--- src/rtl/tmds_channel_decoder.sv ---
// rtl/tmds_channel_decoder.sv - TMDS channel word aligner and 8b/10b symbol decoder
// Optional lock-loss statistics counter enabled by defining TMDS_DEC_STATS_EN.
module tmds_channel_decoder #(
  parameter int LOCK_COUNT = 8,
  parameter int MAX_GAP    = 4095
) (
  input  logic        clk_pixel,
  input  logic        reset,
  input  logic [9:0]  tmds_raw,
  output logic [7:0]  data,
  output logic [1:0]  ctrl,
  output logic        de,
  output logic        ctrl_valid,
  output logic        locked,
  output logic [3:0]  offset,
  output logic        lock_loss,
  output logic [15:0] lock_loss_cnt
);

  localparam logic [7:0]  LOCK_COUNT_W = 8'(LOCK_COUNT);
  localparam logic [11:0] MAX_GAP_W    = 12'(MAX_GAP);

  typedef enum logic [1:0] {SEARCH, VERIFY, LOCKED} state_t;

  state_t      state, state_nxt;
  logic [3:0]  offset_nxt, offset_inc;
  logic [7:0]  run, run_nxt;
  logic [11:0] gap, gap_nxt, gap_inc;
  logic        loss_nxt, lock_hold;
  logic [9:0]  prev_raw;
  logic [18:0] pair;
  logic [9:0]  window;
  logic        is_tok;
  logic [1:0]  tok_ctrl;
  logic [9:0]  win_q;
  logic        tok_q;
  logic [1:0]  tok_ctrl_q;
  logic [7:0]  dec_byte;
  logic [7:0]  d0;

  // Offsets only reach 9, so the top received bit never lands in a window.
  assign pair   = {tmds_raw[8:0], prev_raw};
  assign window = pair[{1'b0, offset} +: 10];

  always_comb begin
    is_tok   = 1'b1;
    tok_ctrl = 2'b00;
    case (window)
      10'b1101010100: tok_ctrl = 2'b00;
      10'b0010101011: tok_ctrl = 2'b01;
      10'b0101010100: tok_ctrl = 2'b10;
      10'b1010101011: tok_ctrl = 2'b11;
      default:        is_tok   = 1'b0;
    endcase
  end

  assign offset_inc = (offset == 4'd9) ? 4'd0 : offset + 4'd1;
  assign gap_inc    = gap + 12'd1;

  always_comb begin
    state_nxt  = state;
    offset_nxt = offset;
    run_nxt    = run;
    gap_nxt    = gap;
    loss_nxt   = 1'b0;
    case (state)
      SEARCH: begin
        if (is_tok) begin
          state_nxt = VERIFY;
          run_nxt   = 8'd1;
        end else begin
          offset_nxt = offset_inc;
        end
      end
      VERIFY: begin
        if (is_tok) begin
          run_nxt = run + 8'd1;
          if (run_nxt == LOCK_COUNT_W) begin
            state_nxt = LOCKED;
            gap_nxt   = 12'd0;
          end
        end else begin
          state_nxt  = SEARCH;
          offset_nxt = offset_inc;
          run_nxt    = 8'd0;
        end
      end
      LOCKED: begin
        // A token on the expiry cycle wins and keeps the lock.
        if (is_tok) begin
          gap_nxt = 12'd0;
        end else if (gap_inc == MAX_GAP_W) begin
          state_nxt = SEARCH;
          gap_nxt   = 12'd0;
          run_nxt   = 8'd0;
          loss_nxt  = 1'b1;
        end else begin
          gap_nxt = gap_inc;
        end
      end
      default: state_nxt = SEARCH;
    endcase
  end

  assign lock_hold = (state == LOCKED) && (state_nxt == LOCKED);

  always_comb begin
    d0          = win_q[9] ? ~win_q[7:0] : win_q[7:0];
    dec_byte    = 8'h00;
    dec_byte[0] = d0[0];
    for (int i = 1; i < 8; i++) begin
      dec_byte[i] = win_q[8] ? (d0[i] ^ d0[i-1]) : ~(d0[i] ^ d0[i-1]);
    end
  end

  always_ff @(posedge clk_pixel) begin
    if (reset) begin
      state      <= SEARCH;
      offset     <= 4'd0;
      run        <= 8'd0;
      gap        <= 12'd0;
      prev_raw   <= 10'd0;
      win_q      <= 10'd0;
      tok_q      <= 1'b0;
      tok_ctrl_q <= 2'b00;
      data       <= 8'h00;
      ctrl       <= 2'b00;
      de         <= 1'b0;
      ctrl_valid <= 1'b0;
      locked     <= 1'b0;
      lock_loss  <= 1'b0;
    end else begin
      state      <= state_nxt;
      offset     <= offset_nxt;
      run        <= run_nxt;
      gap        <= gap_nxt;
      prev_raw   <= tmds_raw;
      win_q      <= window;
      tok_q      <= is_tok;
      tok_ctrl_q <= tok_ctrl;
      locked     <= lock_hold;
      lock_loss  <= loss_nxt;
      if (lock_hold) begin
        de         <= ~tok_q;
        ctrl_valid <= tok_q;
        ctrl       <= tok_q ? tok_ctrl_q : 2'b00;
        data       <= tok_q ? 8'h00 : dec_byte;
      end else begin
        de         <= 1'b0;
        ctrl_valid <= 1'b0;
        ctrl       <= 2'b00;
        data       <= 8'h00;
      end
    end
  end

`ifdef TMDS_DEC_STATS_EN
  always_ff @(posedge clk_pixel) begin
    if (reset) begin
      lock_loss_cnt <= 16'h0000;
    end else if (loss_nxt && (lock_loss_cnt != 16'hFFFF)) begin
      lock_loss_cnt <= lock_loss_cnt + 16'h0001;
    end
  end
`else
  assign lock_loss_cnt = 16'h0000;
`endif

endmodule

--- config.mk ---
export PLATFORM = sky130hd
export DESIGN_NAME = tmds_channel_decoder
export DESIGN_NICKNAME = d
export VERILOG_FILES = /design/src/rtl/tmds_channel_decoder.sv
export SDC_FILE = /design/constraint.sdc
export NUM_CORES = 1
export LEC_CHECK = 0
export BUFFER_PORTS_ARGS = -buffer_cell sky130_fd_sc_hd__buf_4
export CAP_MARGIN = 15
export CORE_UTILIZATION = 40
export DETAILED_ROUTE_END_ITERATION = 8
export GPL_ROUTABILITY_DRIVEN = 1
export GPL_TIMING_DRIVEN = 0
export HOLD_SLACK_MARGIN = 0.12
export PLACE_DENSITY = 0.59
export SYNTH_ARGS = -nofsm -noshare
export SYNTH_HDL_FRONTEND = slang
export SYNTH_SLANG_ARGS = --single-unit
--- constraint.sdc ---
create_clock -name clk_pixel -period 5.1 [get_ports clk_pixel]
set_input_delay 0.765 -clock clk_pixel [delete_from_list [all_inputs] [get_ports clk_pixel]]
set_output_delay 0.765 -clock clk_pixel [all_outputs]
set_load 0.05 [all_outputs]
==> results_dict.tcl, run 1 <==
set metrics [dict create \
    area_growth_pct 16.1 \
    synth_edf_count 0 \
    start_util_pct 41.7 \
    antenna_found_initial 0 \
    die_x_um 101 \
    reg2reg_depth 10 \
    grt_max_degree 12 \
    fin_util_pct 48.4 \
    post_cts_resized 0 \
    dieArea_mm2 0.0101 \
    cts_tree "built" \
    r2r_setup_slack_ns 1.75 \
    yosysTopAreaCellShare_pct 32.4 \
    yosysSeqAreaShare_pct 32.4 \
    p_leak_nw 1.69 \
    dr_total_vias 3235 \
    wl_per_cell_um 14.4 \
    fin_tns_setup_ns 0 \
    synth_area_mm2 0.00389 \
    drive_gt1_share_pct 22.8 \
    core_area_mm2 0.00933 \
    dr.first_iter.drc_count 120 \
    cp-startpoint "offset[0]$_SDFFE_PP0P_" \
    synth-seq-cells 63 \
    maxSlewViolCount 0 \
    fp-row-count 35 \
    dr.pass1.iters 4 \
    cp.arrival_ns 3.59 \
    crit_end "run[7]$_SDFFE_PP0P_" \
    crit_path_end_kind "flop" \
    period_share_pct 65.7 \
    clk_latency_ns 0.34 \
    max-clock-path-buffers 2 \
    r2r_start "offset[0]$_SDFFE_PP0P_" \
    grt.overflow.total 0 \
    grt_pass1_wl_um 14400 \
    drc 0 \
    rsz0062_at_grt "no" \
    hp-class "flop to flop" \
    port_buffers 28 \
    syn_inst 421 \
    ys.flop_type "dfxtp_1" \
    path_max_fanout 10 \
    nNetsFinal 495 \
    netlist.top_cell.by_area "dfxtp_1" \
    drv_cap 0 \
    powerDensity_mw_per_mm2 260 \
    report.final.setup_viol 0 \
    grt_pass1_vias 2900 \
    clock-root-buffer "clkbuf_8" \
    gp_congestion 0.859 \
    cts_hold_buffers 0 \
    antenna_left 0 \
    postCtsSetupRepairBufs 0 \
    path_clk_slew_ns 0.07 \
    rr_endpoint "run[7]$_SDFFE_PP0P_" \
    worstMarginPinSlew_ns 0.601 \
    status "completed" \
    cts_buffers 9 \
    viasPerCell 5.32 \
    finalWirelength_um 8760 \
    slew_headroom_pct 59.9 \
    hold_violations 0 \
    path_class "flop to flop" \
    min_from "tok_ctrl_q[0]$_SDFF_PP0_" \
    hpwl_um 6360 \
    fin_skew_ns 0.00911 \
    ir_drop_uv 103 \
    grt_usage_pct 18.1 \
    diodes 0 \
    pin_count 46 \
    worstPathRequired_ns 5.34 \
    synthArstFlopShare_pct 0 \
    cts.sinks 63 \
    synth_cell_types 68 \
    ys_top_cells_by_area "dfxtp_1 32%, mux4_2 9.3%, xnor2_1 3.4%" \
    yosysWarnings 0 \
    cts_max_level 3 \
    fmax_mhz 298 \
    syn_area_per_cell_um2 9.24 \
    fin_crit_ns 3.35 \
    dieHeight_um 101 \
    worst_setup_path_start_kind "flop" \
]
[power breakdown]
group	internal [mW]	leakage (nW)	switching, mW	total (mW)
Combinational	0.0944	1.08	0.129	0.223
Sequential	0.506	0.512	0.00893	0.515
Clock	0.236	0.0944	0.199	0.435
Total	0.836	1.69	0.337	1.17
[how the worst min path moves through the flow]
stage,to,slack (ns),cells after the start
after global placement,ctrl[0]$_SDFF_PP0_,0.45,1
final,ctrl[0]$_SDFF_PP0_,0.47,1
after global routing,ctrl[0]$_SDFF_PP0_,0.48,1
after CTS,ctrl[0]$_SDFF_PP0_,0.47,1
after floorplan,ctrl[0]$_SDFF_PP0_,0.44,1
after detailed placement,ctrl[0]$_SDFF_PP0_,0.45,1
[worst max-delay path, cell delays in order (launching register included)]
cell and delay (ns):
dfxtp_1 0.34, buf_2 0.25, buf_2 0.31, clkbuf_1 0.38, o21bai_1 0.18, o2bb2ai_1 0.09, a41oi_1 0.42, o32ai_1 0.22
o21ai_1 0.50, nand2_1 0.27, a31o_1 0.28
[stage by stage]
| stage | hold WS (ns) | power [mW] | worst slack, ns | std cells | cell area (µm²) |
|---|---|---|---|---|---|
| 2_1_floorplan | 0.437 | 0.703 | 1.82 | 436 | 3950 |
| 3_3_place_gp | 0.452 | 0.745 | 1.55 | 593 | 4320 |
| 3_5_place_dp | 0.451 | 0.747 | 1.56 | 593 | 4320 |
| 4_1_cts | 0.467 | 1.19 | 1.82 | 608 | 4510 |
| 5_1_grt | 0.483 | 1.22 | 1.56 | 608 | 4510 |
| 6_report | 0.465 | 1.17 | 1.75 | 608 | 4510 |
[cells by family after synthesis]
| kind of cell | count (synthesis) | synth area share (%) |
|---|---|---|
| AOI/OAI and AO/OA | 87 | 16.7 |
| xor gates and xnor gates | 15 | 3.38 |
| adders and majority gates | 8 | 2.57 |
| buffers and inverters | 56 | 8.30 |
| DFF | 63 | 32.4 |
| muxes | 37 | 15.0 |
| other | 1 | 0.0964 |
| and+or+nand+nor | 154 | 21.5 |
[final cells by class]
class                      count  area [µm²]
fill                         904        4810
tap                          129         161
inverter                      13        48.8
timing repair buffer          28         210
clock buffer                  10         138
sequential                    63        1260
multi-input combinational    317        2360
buffer                        43         274
clock inverter                 5        58.8
[sequential cells by signal, summed over array words and instances (netlist names)]
name	cells
de	1
ctrl_valid	1
data	8
run	8
gap	12
state	2
ctrl	2
prev_raw	10
tok_ctrl_q	2
lock_loss	1
win_q	10
locked	1
tok_q	1
offset	4
[per-layer routing]
layer	global-route usage, %	routed length [µm]
met1	25.8	4360
met2	26.9	3770
met3	4.30	513
met4	5.80	110
met5	0	0
[cells in the mapped netlist (13+ instances only)]
cell type,number
nor3_1,17
buf_4,17
mux2i_1,13
dfxtp_1,63
nand2_1,29
xnor2_1,15
a21oi_1,15
nand3_1,16
nor2_1,26
nor2b_1,16
mux4_2,16
clkbuf_1,14
[placed cells by master, fill, tap and decap left out, drive strengths merged, types with 9 or more instances in the layout]
cell / count
dfxtp: 63
buf: 57
nand2: 30
nor2: 28
clkbuf: 24
nor3: 17
nand3: 17
mux4: 16
nor2b: 16
conb: 16
a21oi: 15
xnor2: 15
mux2i: 14
inv: 11
o21ai: 10
a311oi: 9
or3: 9
(Power assumes the default switching activity.)
==> run 2, diff against run 1 <==
Settings changed: ABC_AREA set to 1, PLACE_DENSITY 0.59 to 0.6.
Clock period 5.1 ns to 3.4 ns, I/O delays scaled along.
==> run 2 against run 1 <==
  * The run now ends with DRC left
  * Worst setup slack got worse by 1.0 ns
  * Largest cell class unchanged
  * Area after synthesis fell by 5.3%
  * Design area fell by 4.8%
  * Global-route usage fell by 0.41 points
  * Highest routed layer unchanged
  * Largest power group unchanged
==> results_dict.tcl, run 2 <==
set metrics [dict create \
    reg2reg_depth 15 \
    ir_drop_uv 206 \
    highest_layer "met4" \
    sequentialPowerShare_pct 43.0 \
    switching_share_pct 31.4 \
    p_comb_share_pct 19.7 \
    p_sw_mw 0.572 \
    fmax_mhz 373 \
    die_x_um 97.9 \
    synth_cell_types 34 \
    drv_cap 0 \
    wl_met3_um 400 \
    period_share_pct 78.9 \
    path_max_fanout 10 \
    drc 5 \
    clock-root-buffer "clkbuf_8" \
    grt_pass1_vias 3017 \
    maxSlewViolCount 0 \
    gp_congestion 0.867 \
    preCtsSetupSlack_ns 0.737 \
    worst-path-buf-inv 1 \
    antenna_left 0 \
    diodes 0 \
    nNetsFinal 619 \
    hp-class "primary input to flop" \
    grt.overflow.total 0 \
    synth-seq-cells 63 \
    final_cell_mix "128 x nand2_1, 79 x nand3_1, 63 x dfxtp_1, 58 x inv_1, 55 x nor2_1" \
    crit_path_end_kind "flop" \
    grt_usage_pct 17.7 \
    path_clk_slew_ns 0.08 \
    dieHeight_um 97.9 \
    ys.flop_type "dfxtp_1" \
    grt_max_degree 13 \
    largest_reg_flops 12 \
    p_int_mw 1.25 \
    p_leak_nw 1.96 \
    layout_commonest_cell "nand2_1" \
    start_util_pct 41.8 \
    rsz0062_at_grt "no" \
    report.final.setup_viol 0 \
    crit_chain "ha_1 -> nand3_1 -> nor2_1 -> nand2_1 -> xor2_1 -> nor2_1 -> nand3_1 -> nor2_1 -> nand3_1 -> nand2_1 -> nand2_2 -> nor2_4 -> inv_1 -> a21oi_1 -> nor2_1" \
    max-clock-path-buffers 2 \
    min_from "tmds_raw[9]" \
    wl_met1_um 4070 \
    r2r_setup_slack_ns 0.72 \
    clk_latency_ns 0.34 \
    dr.pass1.iters 6 \
    pin_count 46 \
    cts.sinks 63 \
    rr_endpoint "run[4]$_SDFFE_PP0P_" \
    wl_per_cell_um 11.5 \
    failed_checks "DRC" \
    status "finished with violations" \
    cp.arrival_ns 2.92 \
    cts_hold_buffers 0 \
    dr.first_iter.drc_count 171 \
    powerDensity_mw_per_mm2 423 \
    grt_pass1_wl_um 13700 \
    fin_skew_ns 0.0100 \
    largest-register "gap" \
    core_area_mm2 0.00881 \
    post_cts_resized 0 \
    slew_headroom_pct 57.1 \
    synthArstFlopShare_pct 0 \
    finalWorstSetupSlack_ns 0.716 \
    ys_top_cells_by_area "dfxtp_1 34%, nand2_1 13%, nand3_1 11%" \
    power_frac_clock_pct 37.4 \
    yosysWarnings 0 \
    area_growth_pct 16.7 \
    r2r_start "gap[1]$_SDFFE_PP0P_" \
    netlist.top_cell.by_area "dfxtp_1" \
    fin_crit_ns 2.68 \
    fin_tns_setup_ns 0 \
    postCtsSetupRepairBufs 0 \
    yosysMostFrequentCell "nand2_1" \
    syn_inst 544 \
    yosysTopAreaCellShare_pct 34.3 \
    hold_slack_ns 0.382 \
    dieArea_mm2 0.00959 \
    top_regs "gap x12, prev_raw x10, win_q x10" \
    synthTopCellsByCount "128 x nand2_1, 79 x nand3_1, 63 x dfxtp_1, 58 x inv_1, 55 x nor2_1" \
    slowest_delay_ns 0.37 \
    worst_setup_path_start_kind "flop" \
    synth_edf_count 0 \
    cts_buffers 9 \
    dr_total_vias 3403 \
    viasPerCell 4.78 \
    cts_tree "built" \
    antenna_found_initial 0 \
    cpMostUsedCell "nor2_1" \
    path_class "flop to flop" \
    crit_family "simple AND/OR/NAND/NOR gates" \
    worstMarginPinSlew_ns 0.639 \
    drive_gt1_share_pct 17.4 \
    cts_max_level 3 \
    synth_area_mm2 0.00368 \
    hpwl_um 6260 \
    hold_violations 0 \
    yosysSeqAreaShare_pct 34.3 \
    syn_area_per_cell_um2 6.77 \
    worstPathRequired_ns 3.64 \
    cp_slowest_cell "dfxtp_1" \
    hold_path_end "prev_raw[9]$_SDFF_PP0_" \
    finalWirelength_um 8200 \
    met2_length_um 3570 \
    fp-row-count 34 \
    hold_depth 3 \
    port_buffers 29 \
]
-- run 2: worst reg2reg max path: stages (launching register included) --
cell     delay (ns)
dfxtp_1        0.37
ha_1           0.26
nand3_1        0.15
nor2_1         0.16
nand2_1        0.08
xor2_1         0.15
nor2_1         0.13
nand3_1        0.09
nor2_1         0.22
nand3_1        0.16
nand2_1        0.12
nand2_2        0.09
nor2_4         0.20
inv_1          0.17
a21oi_1        0.18
nor2_1         0.05
-- run 2: metal layers --
metal	GRT usage, %	vias to the layer above
met5	0	-
met4	6.06	0
met3	3.15	15
met2	28.2	99
met1	24.0	1490
li1	-	1799
-- run 2: stage by stage --
| stage | power (mW) | instance area, µm² | utilization, % | std cells |
|---|---|---|---|---|
| after floorplan | 1.08 | 3740 | - | 559 |
| after global placement | 1.15 | 4090 | 46.5 | 696 |
| after detailed placement | 1.15 | 4090 | 46.5 | 696 |
| after CTS | 1.84 | 4300 | 48.8 | 712 |
| after global routing | 1.90 | 4300 | 48.8 | 712 |
| final | 1.82 | 4300 | 48.8 | 712 |
-- run 2: area by class of cell --
type                            instances  area (µm²)
Clock buffer                           10         138
Tap cell                              108         135
Fill cell                             940        4510
Sequential cell                        63        1260
Clock inverter                          6        68.8
Inverter                               64         240
Multi-Input combinational cell        397        2010
Buffer                                 35         226
Timing Repair Buffer                   29         218
-- run 2: logic make-up after synthesis --
| family | synth area share (%) |
|---|---|
| simple gates | 36.9 |
| flops | 34.3 |
| buf+inv | 12.7 |
| other cells | 0.102 |
| compound gates | 7.44 |
| fa+ha+maj | 2.72 |
| xor+xnor | 5.95 |
-- run 2: how the worst max path moves through the flow --
| stage | from | to | slack, ns | depth (start not counted) |
|---|---|---|---|---|
| 2_1_floorplan | offset[1]$_SDFFE_PP0P_ | data[0]$_SDFF_PP0_ | 0.90 | 16 |
| 3_3_place_gp | gap[1]$_SDFFE_PP0P_ | run[4]$_SDFFE_PP0P_ | 0.76 | 15 |
| 3_5_place_dp | gap[1]$_SDFFE_PP0P_ | run[4]$_SDFFE_PP0P_ | 0.74 | 15 |
| 4_1_cts | gap[1]$_SDFFE_PP0P_ | run[4]$_SDFFE_PP0P_ | 0.72 | 15 |
| 5_1_grt | gap[1]$_SDFFE_PP0P_ | run[4]$_SDFFE_PP0P_ | 0.42 | 14 |
| 6_report | gap[1]$_SDFFE_PP0P_ | run[4]$_SDFFE_PP0P_ | 0.72 | 15 |
-- run 2: power by group through the flow --
stage | Sequential (mW) | Clock [mW] | Combinational, mW
after floorplan | 0.805 | 0 | 0.275
after global placement | 0.798 | 0 | 0.353
after detailed placement | 0.799 | 0 | 0.356
after CTS | 0.781 | 0.697 | 0.357
after global routing | 0.784 | 0.722 | 0.398
final | 0.782 | 0.679 | 0.358
